### src/rtl/sm_1153_pick_drop_sched_if.sv
// Job offer channel for the pick/drop scheduler: one (pick, drop) node pair
// per accepted valid/ready handshake.
interface sm_1153_pick_drop_sched_if #(
    parameter int NODE_W = 32
);
    logic              job_valid;
    logic              job_ready;
    logic [NODE_W-1:0] job_pick;
    logic [NODE_W-1:0] job_drop;

    // Job source (host / mission controller)
    modport master (
        output job_valid,
        output job_pick,
        output job_drop,
        input  job_ready
    );

    // Scheduler side
    modport slave (
        input  job_valid,
        input  job_pick,
        input  job_drop,
        output job_ready
    );
endinterface

### src/rtl/sm_1153_pick_drop_sched.sv
// Pick/drop job sequencer for the soil-monitoring bot electromagnet.
// Queues (pick, drop) node pairs, steers the planner to each node in turn,
// and times the magnet grab/release settle windows.
module sm_1153_pick_drop_sched #(
    parameter int NODE_W     = 32,
    parameter int QDEPTH     = 4,
    parameter int SETTLE_CYC = 2500000
) (
    input  logic                       clk_50,
    input  logic                       rst_n,
    sm_1153_pick_drop_sched_if.slave   job,
    input  logic [NODE_W-1:0]          node,
    input  logic                       node_detected,
    output logic [NODE_W-1:0]          target_node,
    output logic                       target_valid,
    output logic                       control_mag,
    output logic                       pick_message,
    output logic                       drop_message,
    output logic                       busy,
    output logic [7:0]                 jobs_done
);

    localparam int PTR_W = $clog2(QDEPTH);
    localparam int CNT_W = PTR_W + 1;
    localparam int SET_W = $clog2(SETTLE_CYC + 1);

    localparam logic [CNT_W-1:0] FULL_COUNT  = CNT_W'(QDEPTH);
    localparam logic [SET_W-1:0] SETTLE_LAST = SET_W'(SETTLE_CYC - 1);

    typedef enum logic [2:0] {
        IDLE,
        GO_PICK,
        GRAB,
        GO_DROP,
        RELEASE
    } state_t;

    logic [NODE_W-1:0] pick_mem [QDEPTH];
    logic [NODE_W-1:0] drop_mem [QDEPTH];
    logic [PTR_W-1:0]  wr_ptr;
    logic [PTR_W-1:0]  rd_ptr;
    logic [CNT_W-1:0]  count;
    logic              push;
    logic              pop;
    logic              fifo_empty;

    state_t            state;
    state_t            state_next;
    logic [NODE_W-1:0] cur_pick;
    logic [NODE_W-1:0] cur_drop;
    logic [NODE_W-1:0] target_next;
    logic [SET_W-1:0]  settle_cnt;
    logic              settle_done;
    logic              node_detected_q;
    logic              arrive;

    // Full is judged on the registered count only, so a same-cycle pop
    // never lets a push into a full queue.
    assign job.job_ready = (count != FULL_COUNT);
    assign push          = job.job_valid && job.job_ready;
    assign fifo_empty    = (count == '0);
    assign pop           = (state == IDLE) && !fifo_empty;

    // Only a fresh rising edge of node_detected at the current target counts;
    // sitting on a node with the sensor held high never re-triggers.
    assign arrive      = node_detected && !node_detected_q && (node == target_node);
    assign settle_done = (settle_cnt == SETTLE_LAST);

    // Job storage; data needs no reset because count gates every read
    always_ff @(posedge clk_50) begin
        if (push) begin
            pick_mem[wr_ptr] <= job.job_pick;
            drop_mem[wr_ptr] <= job.job_drop;
        end
    end

    // Queue pointers and occupancy
    always_ff @(posedge clk_50 or negedge rst_n) begin
        if (!rst_n) begin
            wr_ptr <= '0;
            rd_ptr <= '0;
            count  <= '0;
        end else begin
            if (push) begin
                wr_ptr <= wr_ptr + PTR_W'(1);
            end
            if (pop) begin
                rd_ptr <= rd_ptr + PTR_W'(1);
            end
            case ({push, pop})
                2'b10:   count <= count + CNT_W'(1);
                2'b01:   count <= count - CNT_W'(1);
                default: count <= count;
            endcase
        end
    end

    // Job sequencing: travel, grab, travel, release
    always_comb begin
        state_next = state;
        case (state)
            IDLE:    if (!fifo_empty) state_next = GO_PICK;
            GO_PICK: if (arrive)      state_next = GRAB;
            GRAB:    if (settle_done) state_next = GO_DROP;
            GO_DROP: if (arrive)      state_next = RELEASE;
            RELEASE: if (settle_done) state_next = IDLE;
            default:                  state_next = IDLE;
        endcase
    end

    // Planner target for the upcoming state; the head of the queue is used
    // directly on the pop cycle since cur_pick is only loaded at that edge
    always_comb begin
        target_next = '0;
        case (state_next)
            GO_PICK: target_next = (state == IDLE) ? pick_mem[rd_ptr] : cur_pick;
            GO_DROP: target_next = cur_drop;
            default: target_next = '0;
        endcase
    end

    // State, current job, settle timer and registered outputs
    always_ff @(posedge clk_50 or negedge rst_n) begin
        if (!rst_n) begin
            state           <= IDLE;
            cur_pick        <= '0;
            cur_drop        <= '0;
            settle_cnt      <= '0;
            node_detected_q <= 1'b0;
            target_node     <= '0;
            target_valid    <= 1'b0;
            control_mag     <= 1'b0;
            pick_message    <= 1'b0;
            drop_message    <= 1'b0;
            busy            <= 1'b0;
            jobs_done       <= '0;
        end else begin
            state           <= state_next;
            node_detected_q <= node_detected;

            if (pop) begin
                cur_pick <= pick_mem[rd_ptr];
                cur_drop <= drop_mem[rd_ptr];
            end

            if (state_next != state) begin
                settle_cnt <= '0;
            end else if ((state == GRAB) || (state == RELEASE)) begin
                settle_cnt <= settle_cnt + SET_W'(1);
            end

            target_node  <= target_next;
            target_valid <= (state_next == GO_PICK) || (state_next == GO_DROP);
            control_mag  <= (state_next == GRAB) || (state_next == GO_DROP);
            pick_message <= (state == GRAB) && settle_done;
            drop_message <= (state == RELEASE) && settle_done;
            busy         <= (state_next != IDLE);

            if ((state == RELEASE) && settle_done) begin
                jobs_done <= jobs_done + 8'd1;
            end
        end
    end

endmodule

### src/flat_wrapper.sv
// flat-port wrapper written by rule: the top's interface ports become plain ports
module sm_1153_pick_drop_sched_flat 
#(
    parameter int NODE_W     = 32,
    parameter int QDEPTH     = 4,
    parameter int SETTLE_CYC = 2500000
)
  (clk_50, rst_n, node, node_detected, target_node, target_valid, control_mag, pick_message, drop_message, busy, jobs_done, job_job_valid, job_job_pick, job_job_drop, job_job_ready);
  sm_1153_pick_drop_sched_if #(.NODE_W(NODE_W)) job_i ();
  input  logic clk_50;
  input  logic rst_n;
  input  logic [NODE_W-1:0] node;
  input  logic node_detected;
  output logic [NODE_W-1:0] target_node;
  output logic target_valid;
  output logic control_mag;
  output logic pick_message;
  output logic drop_message;
  output logic busy;
  output logic [7:0] jobs_done;
  input wire logic [$bits(job_i.job_valid)-1:0] job_job_valid;
  input wire logic [$bits(job_i.job_pick)-1:0] job_job_pick;
  input wire logic [$bits(job_i.job_drop)-1:0] job_job_drop;
  output wire logic [$bits(job_i.job_ready)-1:0] job_job_ready;
  assign job_i.job_valid = job_job_valid;
  assign job_i.job_pick = job_job_pick;
  assign job_i.job_drop = job_job_drop;
  assign job_job_ready = job_i.job_ready;
  sm_1153_pick_drop_sched #(.NODE_W(NODE_W), .QDEPTH(QDEPTH), .SETTLE_CYC(SETTLE_CYC)) u_core (.clk_50(clk_50), .rst_n(rst_n), .job(job_i), .node(node), .node_detected(node_detected), .target_node(target_node), .target_valid(target_valid), .control_mag(control_mag), .pick_message(pick_message), .drop_message(drop_message), .busy(busy), .jobs_done(jobs_done));
endmodule
### config.mk
export PLATFORM = sky130hd
export DESIGN_NAME = sm_1153_pick_drop_sched_flat
export DESIGN_NICKNAME = d
export VERILOG_FILES = /design/src/rtl/sm_1153_pick_drop_sched_if.sv /design/src/rtl/sm_1153_pick_drop_sched.sv /design/src/flat_wrapper.sv
export SDC_FILE = /design/constraint.sdc
export NUM_CORES = 1
export LEC_CHECK = 0
export ABC_AREA = 1
export ABC_CLOCK_PERIOD_IN_PS = 5200
export CAP_MARGIN = 10
export CORE_MARGIN = 2
export CORE_UTILIZATION = 58
export CTS_CLUSTER_SIZE = 25
export DETAILED_ROUTE_END_ITERATION = 12
export MAX_ROUTING_LAYER = met4
export PLACE_DENSITY = 0.86
export SLEW_MARGIN = 20
export SYNTH_ARGS = -nofsm -noshare
export SYNTH_HDL_FRONTEND = slang
export SYNTH_SLANG_ARGS = --single-unit
### constraint.sdc
create_clock -name clk_50 -period 5.2 [get_ports clk_50]
set_input_delay 0.52 -clock clk_50 [delete_from_list [all_inputs] [get_ports clk_50]]
set_output_delay 0.52 -clock clk_50 [all_outputs]
set_load 0.005 [all_outputs]
==> run_results.csv, run 1 <==
group,metric,value,unit
outcome,status,"finished, final reports clean",
finish,layout_commonest_cell,"nor2_1",
global_route,grt_max_degree,95,
run,cap_violations,0,
global_route,grtUsageMet1,0.363,
critical_path,critPathLaunchType,"flip-flop",
synthesis,synth_warnings,0,
finish,final_util,0.696,
pwr,p_clk_frac,0.270,
synthesis,synth-edff-count,256,
sta,fmax,0.309,GHz
pwr,combPwrFrac,0.293,
routing,via_per_inst,5.78,
clock_network,cts_tree,"done",
pwr,p_total,10.8,mW
finish,drive_gt1_frac,0.0754,
synthesis,synth_ff_type,"edfxtp_1",
synthesis,syn_area,0.0170,mm^2
sta,skew,0.0312,ns
sta,worst_slew_pin_slew,1.02,ns
critical_path,crit_slowest_cell,"buf_4",
sta,fin_tns_setup,0,ns
clock_network,clkTransAtPathRegs,0.06,ns
clock_network,cts.sinks,398,
sta,finalCriticalPeriod,3.23,ns
global_route,antenna_found_initial,1,
pwr,p_sw,3.81,mW
global_route,grt.met2_usage,0.459,
sta,maxSlewViolCount,0,
synthesis,syn_inst,1610,
die,die_area,0.0308,mm^2
critical_path,cp-startpoint,"u_core.state[1]",
routing,ant_nets,0,
routing,via_count,12400,
die,die-height,175,um
critical_path,arrival,3.67,ns
pwr,peakVddDrop,0.359,mV
finish,fin_nets,1839,
die,initial_utilization,0.592,
synthesis,synth_top_area_frac,0.451,
placed_design,io_buffers,145,
placed_design,gp_congestion,0.951,
clock_network,cts_buffer_depth,3,
finish,syn_to_final_growth,17.6,%
clock_network,clockRootBuffer,"clkbuf_16",
clock_network,insertion_delay,0.55,ns
pwr,leakage,7.80,nW
pwr,intPower,7.03,mW
sta,final_hold_viol_count,0,
critical_path,critical_path_class,"reg -> reg",
global_route,grtUsageMet3,0.0452,
critical_path,cp-end-kind,"flip-flop",
synthesis,synthArstFlopShare,0.357,
clock_network,h-tree-depth,2,
placed_design,dp_hpwl,26500,um
routing,drc,0,
finish,final_cell_mix,"300 x nor2_1, 256 x edfxtp_1, 253 x nand2_1",
critical_path,cp_num_buf_inv,4,
global_route,grt_pass1_wl,65500,um
synthesis,synth_nets,1718,
global_route,grt-busiest-layer,"met2",
critical_path,critical-path-top-delay-family,"buffers and inverters",
die,core_area,0.0288,mm^2
synthesis,syn_area_per_cell,10.6,um^2
routing,routedWlPerCell,19.7,um
global_route,grt_use_total,0.284,
min_path,hp-class,"in -> async",
critical_path,crit_chain,"nor2_4, inv_1, nor2_4, buf_4, o31ai_1, clkinv_2, ha_1, inv_1, fa_1, a21oi_1, o21ai_0, xnor2_1",
clock_network,post_cts_resized,0,
sta,slew_headroom,0.317,
clock_network,cts_setup_buffers,0,
synthesis,yosysTopAreaCell,"edfxtp_1",
global_route,grt.overflow.total,0,
critical_path,r2r-start,"u_core.state[1]",
pwr,power.density,540,mW/mm^2
critical_path,slowest_delay,0.48,ns
synthesis,synth.distinct_cells,46,
critical_path,crit_path_max_fanout,65,
die,num_rows,62,
pwr,swShare,0.351,
sta,rsz0062_at_grt,"no",
routing,wl,42300,um
global_route,grt_pass1_vias,12300,
sta,period_share,0.621,
routing,dr.first_iter.drc_count,1351,
die,die_w,175,um
clock_network,cts_made_buffers,40,
clock_network,cts_hold_buf,0,
synthesis,synth_area_leaders,"edfxtp_1 45%, dfrtp_1 21%, nor2_1 6.7%, o21ai_0 5.8%, nand2_1 5.6%",
pwr,seqPwrFrac,0.437,
sta,setup_viol,0,
die,ioPinCount,146,
synthesis,yosysSeqAreaShare,0.660,
critical_path,crit_required,5.63,ns
routing,drt-pass1-iter-count,6,
synthesis,ys_ff_latch,398,
## power groups by stage
stage / combinational, mW / clock [mW] / sequential, mW
final: 3.17 / 2.93 / 4.74
after global routing: 3.50 / 3.07 / 4.78
after CTS: 3.16 / 2.94 / 4.71
after detailed placement: 3.11 / 0 / 4.76
after global placement: 2.98 / 0 / 4.73
after floorplan: 2.07 / 0 / 4.53
## per-stage QoR
step	cell area, um^2	worst slack (ns)	instances	hold slack [ns]
finish	20000	1.97	2148	0.0500
detailed placement	18700	1.99	2073	0.487
global placement	18700	2.11	2073	0.481
floorplan	17000	1.31	1610	0.224
global route	20000	1.73	2148	0.145
CTS	20000	1.99	2147	0.115
## sequential cells by signal (all words and copies together) (netlist names), 3 cells and up
signal              cells
u_core.settle_cnt      22
u_core.jobs_done        8
u_core.pick_mem       128
u_core.state            3
u_core.cur_pick        32
u_core.target_node     32
u_core.count            3
u_core.cur_drop        32
u_core.drop_mem       128
## layout make-up
cell class                 instances  area (um^2)
timing repair buffer             157         1540
fill                            1902         8740
clock buffer                      57         1150
multi-input combinational       1009         4940
antenna                            1         2.50
tap                              384          480
sequential                       398        11200
inverter                         125          472
clock inverter                    17          213
## layer usage
| layer | vias up | share of wire |
|---|---|---|
| met3 | 99 | 0.082 |
| met2 | 592 | 0.49 |
| met1 | 6048 | 0.40 |
| li1 | 5678 | - |
| met4 | 0 | 0.037 |
| met5 | - | 0 |
## cells in the mapped netlist (2+ instances only)
cell type  number
xor2_1         16
nand2_2         3
xnor2_1        14
nand3_1        64
o21ai_1         2
nor2_1        305
nor2_4          5
nand4_1        17
o22ai_1        33
dfrtp_1       142
a21oi_1         3
nand3_4         2
buf_1           3
nand2_1       253
buf_6           2
buf_12          3
nor4_1          4
buf_2          33
inv_1         118
buf_4           4
a31oi_1        32
nor3_2          2
o21ai_0       197
nand2_4         4
ha_1            7
nor3_1          5
nand3_2        21
edfxtp_1      256
inv_2           6
clkbuf_1       32
nor2_2          5
nor4_2          2
or2_2           2
## path summary, 6_finish.rpt
| check | endpoint | slack [ns] | cells after the start |
|---|---|---|---|
| setup / recovery | u_core.count[2] | 1.97 | 12 |
| hold / removal | u_core.node_detected_q | 0.05 | 1 |
| setup reg to reg | u_core.count[2] | 1.97 | 12 |
| hold reg to reg | u_core.count[2] | 0.52 | 1 |
| max in group asynchronous | u_core.cur_pick[23] | 3.92 | 2 |
| min in group clk_50 | u_core.count[2] | 0.52 | 1 |
## logic make-up after synthesis
kind of cell | after synthesis | share of synthesized area
flip-flops | 398 | 0.660
AO/OA/AOI/OAI | 270 | 0.0845
buffers and inverters | 203 | 0.0524
adder cells (fa/ha/maj) | 8 | 0.00631
AND/OR/NAND/NOR | 700 | 0.181
multiplexers | 1 | 0.000587
XOR/XNOR | 30 | 0.0154
Power figures use the tool's default switching activity.
==> run 2, diff against run 1 <==
Settings changed: ABC_CLOCK_PERIOD_IN_PS 5200 to 2800, CORE_UTILIZATION 58 to 52, PLACE_DENSITY 0.86 to 0.82.
Clock period 5.2 ns to 2.8 ns, I/O delays scaled along.
==> run 2 against run 1 <==
Against the previous run: first-iteration DRC count fell by 4.7%; sequential cell count did not move; maximum frequency rose by 24%; critical endpoint is now u_core.target_node[28]; largest power group unchanged.
==> run_results.csv, run 2 (synthesis results as in run 1) <==
group,metric,value,unit
critical_path,arrival,3.07,ns
finish,drive_gt1_frac,0.0790,
finish,syn_to_final_growth,19.1,%
clock_network,cts_made_buffers,39,
clock_network,clockRootBuffer,"clkbuf_16",
die,die-height,185,um
sta,fmax,0.383,GHz
sta,finalCriticalPeriod,2.61,ns
global_route,antenna_found_initial,0,
critical_path,crit_slowest_cell,"nor2_4",
routing,drc,0,
routing,via_count,12100,
global_route,grt_pass1_wl,64200,um
placed_design,gp_congestion,0.924,
pwr,swShare,0.344,
critical_path,crit_required,3.25,ns
routing,drt-pass1-iter-count,7,
die,initial_utilization,0.526,
global_route,grt_use_total,0.253,
sta,slew_headroom,0.305,
routing,wl,41400,um
critical_path,cp-end-kind,"flip-flop",
die,num_rows,66,
critical_path,critical-path-top-delay-family,"simple AND/OR/NAND/NOR gates",
critical_path,cp_num_cells,12,
die,die_w,185,um
global_route,grt_max_degree,130,
sta,period_share,0.933,
die,die_area,0.0342,mm^2
finish,layout_commonest_cell,"nor2_1",
min_path,hp-class,"in -> async",
finish,final_cell_mix,"299 x nor2_1, 256 x edfxtp_1, 253 x nand2_1",
finish,final_util,0.627,
clock_network,insertion_delay,0.54,ns
sta,worst_slew_pin_slew,1.04,ns
critical_path,critical_path_class,"reg -> reg",
finish,seq_area,0.0112,mm^2
pwr,leakage,7.87,nW
critical_path,worst-r2r-cell-count,12,
pwr,seqPwrFrac,0.431,
critical_path,cp_num_buf_inv,1,
clock_network,cts_tree,"done",
sta,maxSlewViolCount,0,
pwr,power.density,988,mW/mm^2
run,cap_violations,0,
critical_path,crit_chain,"inv_1, nand2_1, nand2_1, nor2_2, nand2_1, nor2_1, nand2_1, nor2_1, a21oi_1, nor2_4, nand3_1, nand2_1",
critical_path,crit_path_max_fanout,32,
finish,finalNonFillerCells,2214,
finish,reg.largest.list,"u_core.drop_mem (128), u_core.pick_mem (128)",
finish,multi_input_comb_area,0.00494,mm^2
routing,dr.first_iter.drc_count,1287,
sta,skew,0.0191,ns
finish,num-fill-cells,2504,
clock_network,h-tree-depth,2,
critical_path,cpMostUsedCell,"nand2_1",
pwr,p_clk_frac,0.263,
global_route,grt.overflow.total,0,
die,core_area,0.0324,mm^2
clock_network,cts_buffer_depth,3,
pwr,peakVddDrop,0.792,mV
placed_design,dp_hpwl,26300,um
routing,routedWlPerCell,18.7,um
global_route,grt_pass1_vias,11900,
sta,final_hold_viol_count,0,
clock_network,clkTransAtPathRegs,0.06,ns
pwr,combPwrFrac,0.306,
pwr,intPower,13.2,mW
clock_network,cts_setup_buffers,0,
routing,ant_nets,0,
sta,rsz0062_at_grt,"no",
placed_design,placedCellCount,2142,
die,ioPinCount,146,
critical_path,critPathLaunchType,"flip-flop",
placed_design,io_buffers,145,
critical_path,slowest_delay,0.79,ns
pwr,p_sw,6.91,mW
routing,via_per_inst,5.49,
finish,fin_nets,1850,
finish,antenna_cells,0,
clock_network,cts.sinks,398,
outcome,status,"finished, final reports clean",
sta,setup_viol,0,
[run 2: cell types whose count changed in the layout (fill, tap and decap cells not counted), moves of 2 or more]
cell	before	now
buf_12	0	12
clkbuf_8	6	3
clkbuf_1	10	12
clkinv_2	6	4
[run 2: what timing repair did]
action                                  CTS  global route
hold endpoints to repair                 44             0
hold buffers                              1             0
endpoints found under the setup margin    0             2
gates resized for setup                   0             1
[run 2: path summary, 6_finish.rpt]
check | startpoint | slack [ns] | to
max reg2reg | u_core.target_node[25] | 0.19 | u_core.target_node[28]
min reg2reg | u_core.count[0] | 0.50 | u_core.count[0]
max in group asynchronous | rst_n | 1.74 | u_core.cur_drop[7]
min | rst_n | 0.25 | u_core.cur_pick[3]
max | u_core.target_node[25] | 0.19 | u_core.target_node[28]
min in group clk_50 | node_detected | 0.28 | u_core.node_detected_q
[run 2: worst reg2reg max path, stage by stage (launching register included)]
cell	delay (ns)
dfrtp_1	0.43
inv_1	0.07
nand2_1	0.13
nand2_1	0.10
nor2_2	0.18
nand2_1	0.07
nor2_1	0.08
nand2_1	0.05
nor2_1	0.13
a21oi_1	0.11
nor2_4	0.79
nand3_1	0.22
nand2_1	0.16
[run 2: cell type report]
cell class              count  share of cell area
clock buffers              55              0.0536
clock inverters            16              0.0105
inverters                 125              0.0232
multi-input cells        1009               0.244
flip-flops and latches    398               0.554
well taps                 442              0.0272
repair buffers            169              0.0880
[run 2: stage by stage]
step	hold slack [ns]	total power [mW]	setup WS, ns	setup TNS [ns]	area [um^2]
5_1_grt	0.276	21.2	0.0304	0	20300
3_3_place_gp	0.242	14.5	-0.0577	-0.0577	19000
3_5_place_dp	0.244	14.8	-0.0671	-0.0814	19000
2_1_floorplan	-0.0156	12.2	-0.0627	-16.05	17000
4_1_cts	0.274	20.1	0.145	0	20300
6_report	0.253	20.1	0.189	0	20300
[run 2: metal layers]
metal	wire length, um	up-vias	GRT usage
li1	-	5699	-
met1	17000	5867	0.326
met2	20300	484	0.411
met3	2790	97	0.0352
met4	1410	0	0.101
met5	0	-	-
[run 2: power by group through the flow]
stage	clock, mW	sequential, mW	combinational [mW]
5_1_grt	5.59	8.74	6.84
4_1_cts	5.35	8.61	6.16
3_3_place_gp	0	8.66	5.86
3_5_place_dp	0	8.72	6.08
6_report	5.28	8.64	6.15
2_1_floorplan	0	8.38	3.85
==> run 3, diff against run 2 <==
Settings changed: SKIP_CTS_REPAIR_TIMING from default to 1.
==> run 3 against run 2 <==
Against the previous run: sequential power barely moved; power stayed put; die area unchanged; routed wire length stayed put; utilization is the same; first-iteration DRC count did not move; sequential share of layout area is the same; sequential cell count unchanged; combinational power is essentially flat; non-clock buffer count stayed put; cell area stayed put; highest routed layer unchanged.
==> run_results.csv, run 3 (synthesis results as in run 1) <==
group,metric,value,unit
sta,skew,0.0191,ns
finish,final_cell_area,0.0203,mm^2
sta,final_hold_viol_count,0,
clock_network,cts_tree,"done",
outcome,status,"finished, final reports clean",
critical_path,critPathLaunchType,"flip-flop",
finish,drive_gt1_frac,0.0790,
min_path,hp-class,"in -> async",
pwr,power.density,988,mW/mm^2
clock_network,cts.sinks,398,
placed_design,place_area,0.0190,mm^2
finish,multi_input_comb_area,0.00494,mm^2
finish,layout_commonest_cell,"nor2_1",
placed_design,dp_hpwl,26300,um
run,cap_violations,0,
sta,slew_headroom,0.305,
sta,finalCriticalPeriod,2.61,ns
critical_path,crit_required,3.25,ns
routing,ant_nets,0,
critical_path,cpMostUsedCell,"nand2_1",
die,die_w,185,um
sta,rsz0062_at_grt,"no",
critical_path,crit_path_max_fanout,32,
pwr,combPwrFrac,0.306,
pwr,peakVddDrop,0.792,mV
die,num_rows,66,
clock_network,cts_buffer_depth,3,
clock_network,h-tree-depth,2,
pwr,seqPwrFrac,0.431,
sta,maxSlewViolCount,0,
sta,worst_slew_pin_slew,1.04,ns
critical_path,crit_chain,"inv_1, nand2_1, nand2_1, nor2_2, nand2_1, nor2_1, nand2_1, nor2_1, a21oi_1, nor2_4, nand3_1, nand2_1",
die,initial_utilization,0.526,
global_route,grt_use_total,0.253,
sta,setup_viol,0,
sta,period_share,0.933,
pwr,p_total,20.1,mW
critical_path,cp_num_buf_inv,1,
routing,wl,41400,um
finish,reg.largest.list,"u_core.drop_mem (128), u_core.pick_mem (128)",
pwr,leakage,7.87,nW
global_route,grt.overflow.total,0,
global_route,antenna_found_initial,0,
placed_design,io_buffers,145,
finish,fin_nets,1850,
finish,final_cell_mix,"299 x nor2_1, 256 x edfxtp_1, 253 x nand2_1",
routing,routedWlPerCell,18.7,um
finish,antenna_cells,0,
pwr,p_sw,6.91,mW
critical_path,critical-path-top-delay-family,"simple AND/OR/NAND/NOR gates",
die,core_area,0.0324,mm^2
critical_path,slowest_delay,0.79,ns
sta,fmax,0.383,GHz
clock_network,cts_made_buffers,39,
finish,seq_area,0.0112,mm^2
pwr,p_clk_frac,0.263,
finish,syn_to_final_growth,19.1,%
global_route,grt_pass1_vias,11900,
clock_network,insertion_delay,0.54,ns
routing,via_per_inst,5.49,
pwr,intPower,13.2,mW
routing,drt-pass1-iter-count,7,
clock_network,clkTransAtPathRegs,0.06,ns
routing,via_count,12100,
critical_path,critical_path_class,"reg -> reg",
critical_path,crit_slowest_cell,"nor2_4",
critical_path,arrival,3.07,ns
die,ioPinCount,146,
global_route,grt_pass1_wl,64200,um
die,die_area,0.0342,mm^2
die,die-height,185,um
routing,dr.first_iter.drc_count,1287,
critical_path,cp-end-kind,"flip-flop",
clock_network,clockRootBuffer,"clkbuf_16",
global_route,grt_max_degree,130,
placed_design,gp_congestion,0.924,
finish,num-fill-cells,2504,
pwr,swShare,0.344,
routing,drc,0,
run 3: final cells by class:
class	instances	area share
Sequential cell	398	0.554
Multi-Input combinational cell	1009	0.244
Timing Repair Buffer	169	0.0880
Clock buffer	55	0.0536
Tap cell	442	0.0272
Inverter	125	0.0232
Clock inverter	16	0.0105
run 3: worst paths after layout:
check                                       start                     end  slack (ns)  cells past startpoint
setup / recovery           u_core.target_node[25]  u_core.target_node[28]        0.19                     12
hold / removal                              rst_n      u_core.cur_pick[3]        0.25                      2
setup reg to reg           u_core.target_node[25]  u_core.target_node[28]        0.19                     12
hold reg to reg                   u_core.count[0]         u_core.count[0]        0.50                      1
max in group asynchronous                   rst_n      u_core.cur_drop[7]        1.74                      3
min in group clk_50                 node_detected  u_core.node_detected_q        0.28                      1
run 3: through the flow:
step	utilization	setup TNS (ns)	setup WS, ns	hold slack [ns]	std cells
4_1_cts	0.627	0	0.145	-0.322	2213
6_report	0.627	0	0.189	0.253	2214
2_1_floorplan	-	-16.05	-0.0627	-0.0156	1610
3_5_place_dp	0.587	-0.0814	-0.0671	0.244	2142
5_1_grt	0.627	0	0.0304	0.276	2214
3_3_place_gp	0.587	-0.0577	-0.0577	0.242	2142
run 3: power by group through the flow:
| stage | clock [mW] | combinational (mW) | sequential [mW] |
|---|---|---|---|
| final | 5.28 | 6.15 | 8.64 |
| after global routing | 5.59 | 6.84 | 8.74 |
| after CTS | 5.35 | 6.15 | 8.61 |
| after detailed placement | 0 | 6.08 | 8.72 |
| after global placement | 0 | 5.86 | 8.66 |
| after floorplan | 0 | 3.85 | 8.38 |
run 3: routing by layer:
layer / up-vias / wire, um / GRT usage / part of all wire
li1: 5699 / - / - / -
met1: 5867 / 17000 / 0.326 / 0.41
met2: 484 / 20300 / 0.411 / 0.49
met3: 97 / 2790 / 0.0352 / 0.067
met4: 0 / 1410 / 0.101 / 0.034
met5: - / 0 / - / 0
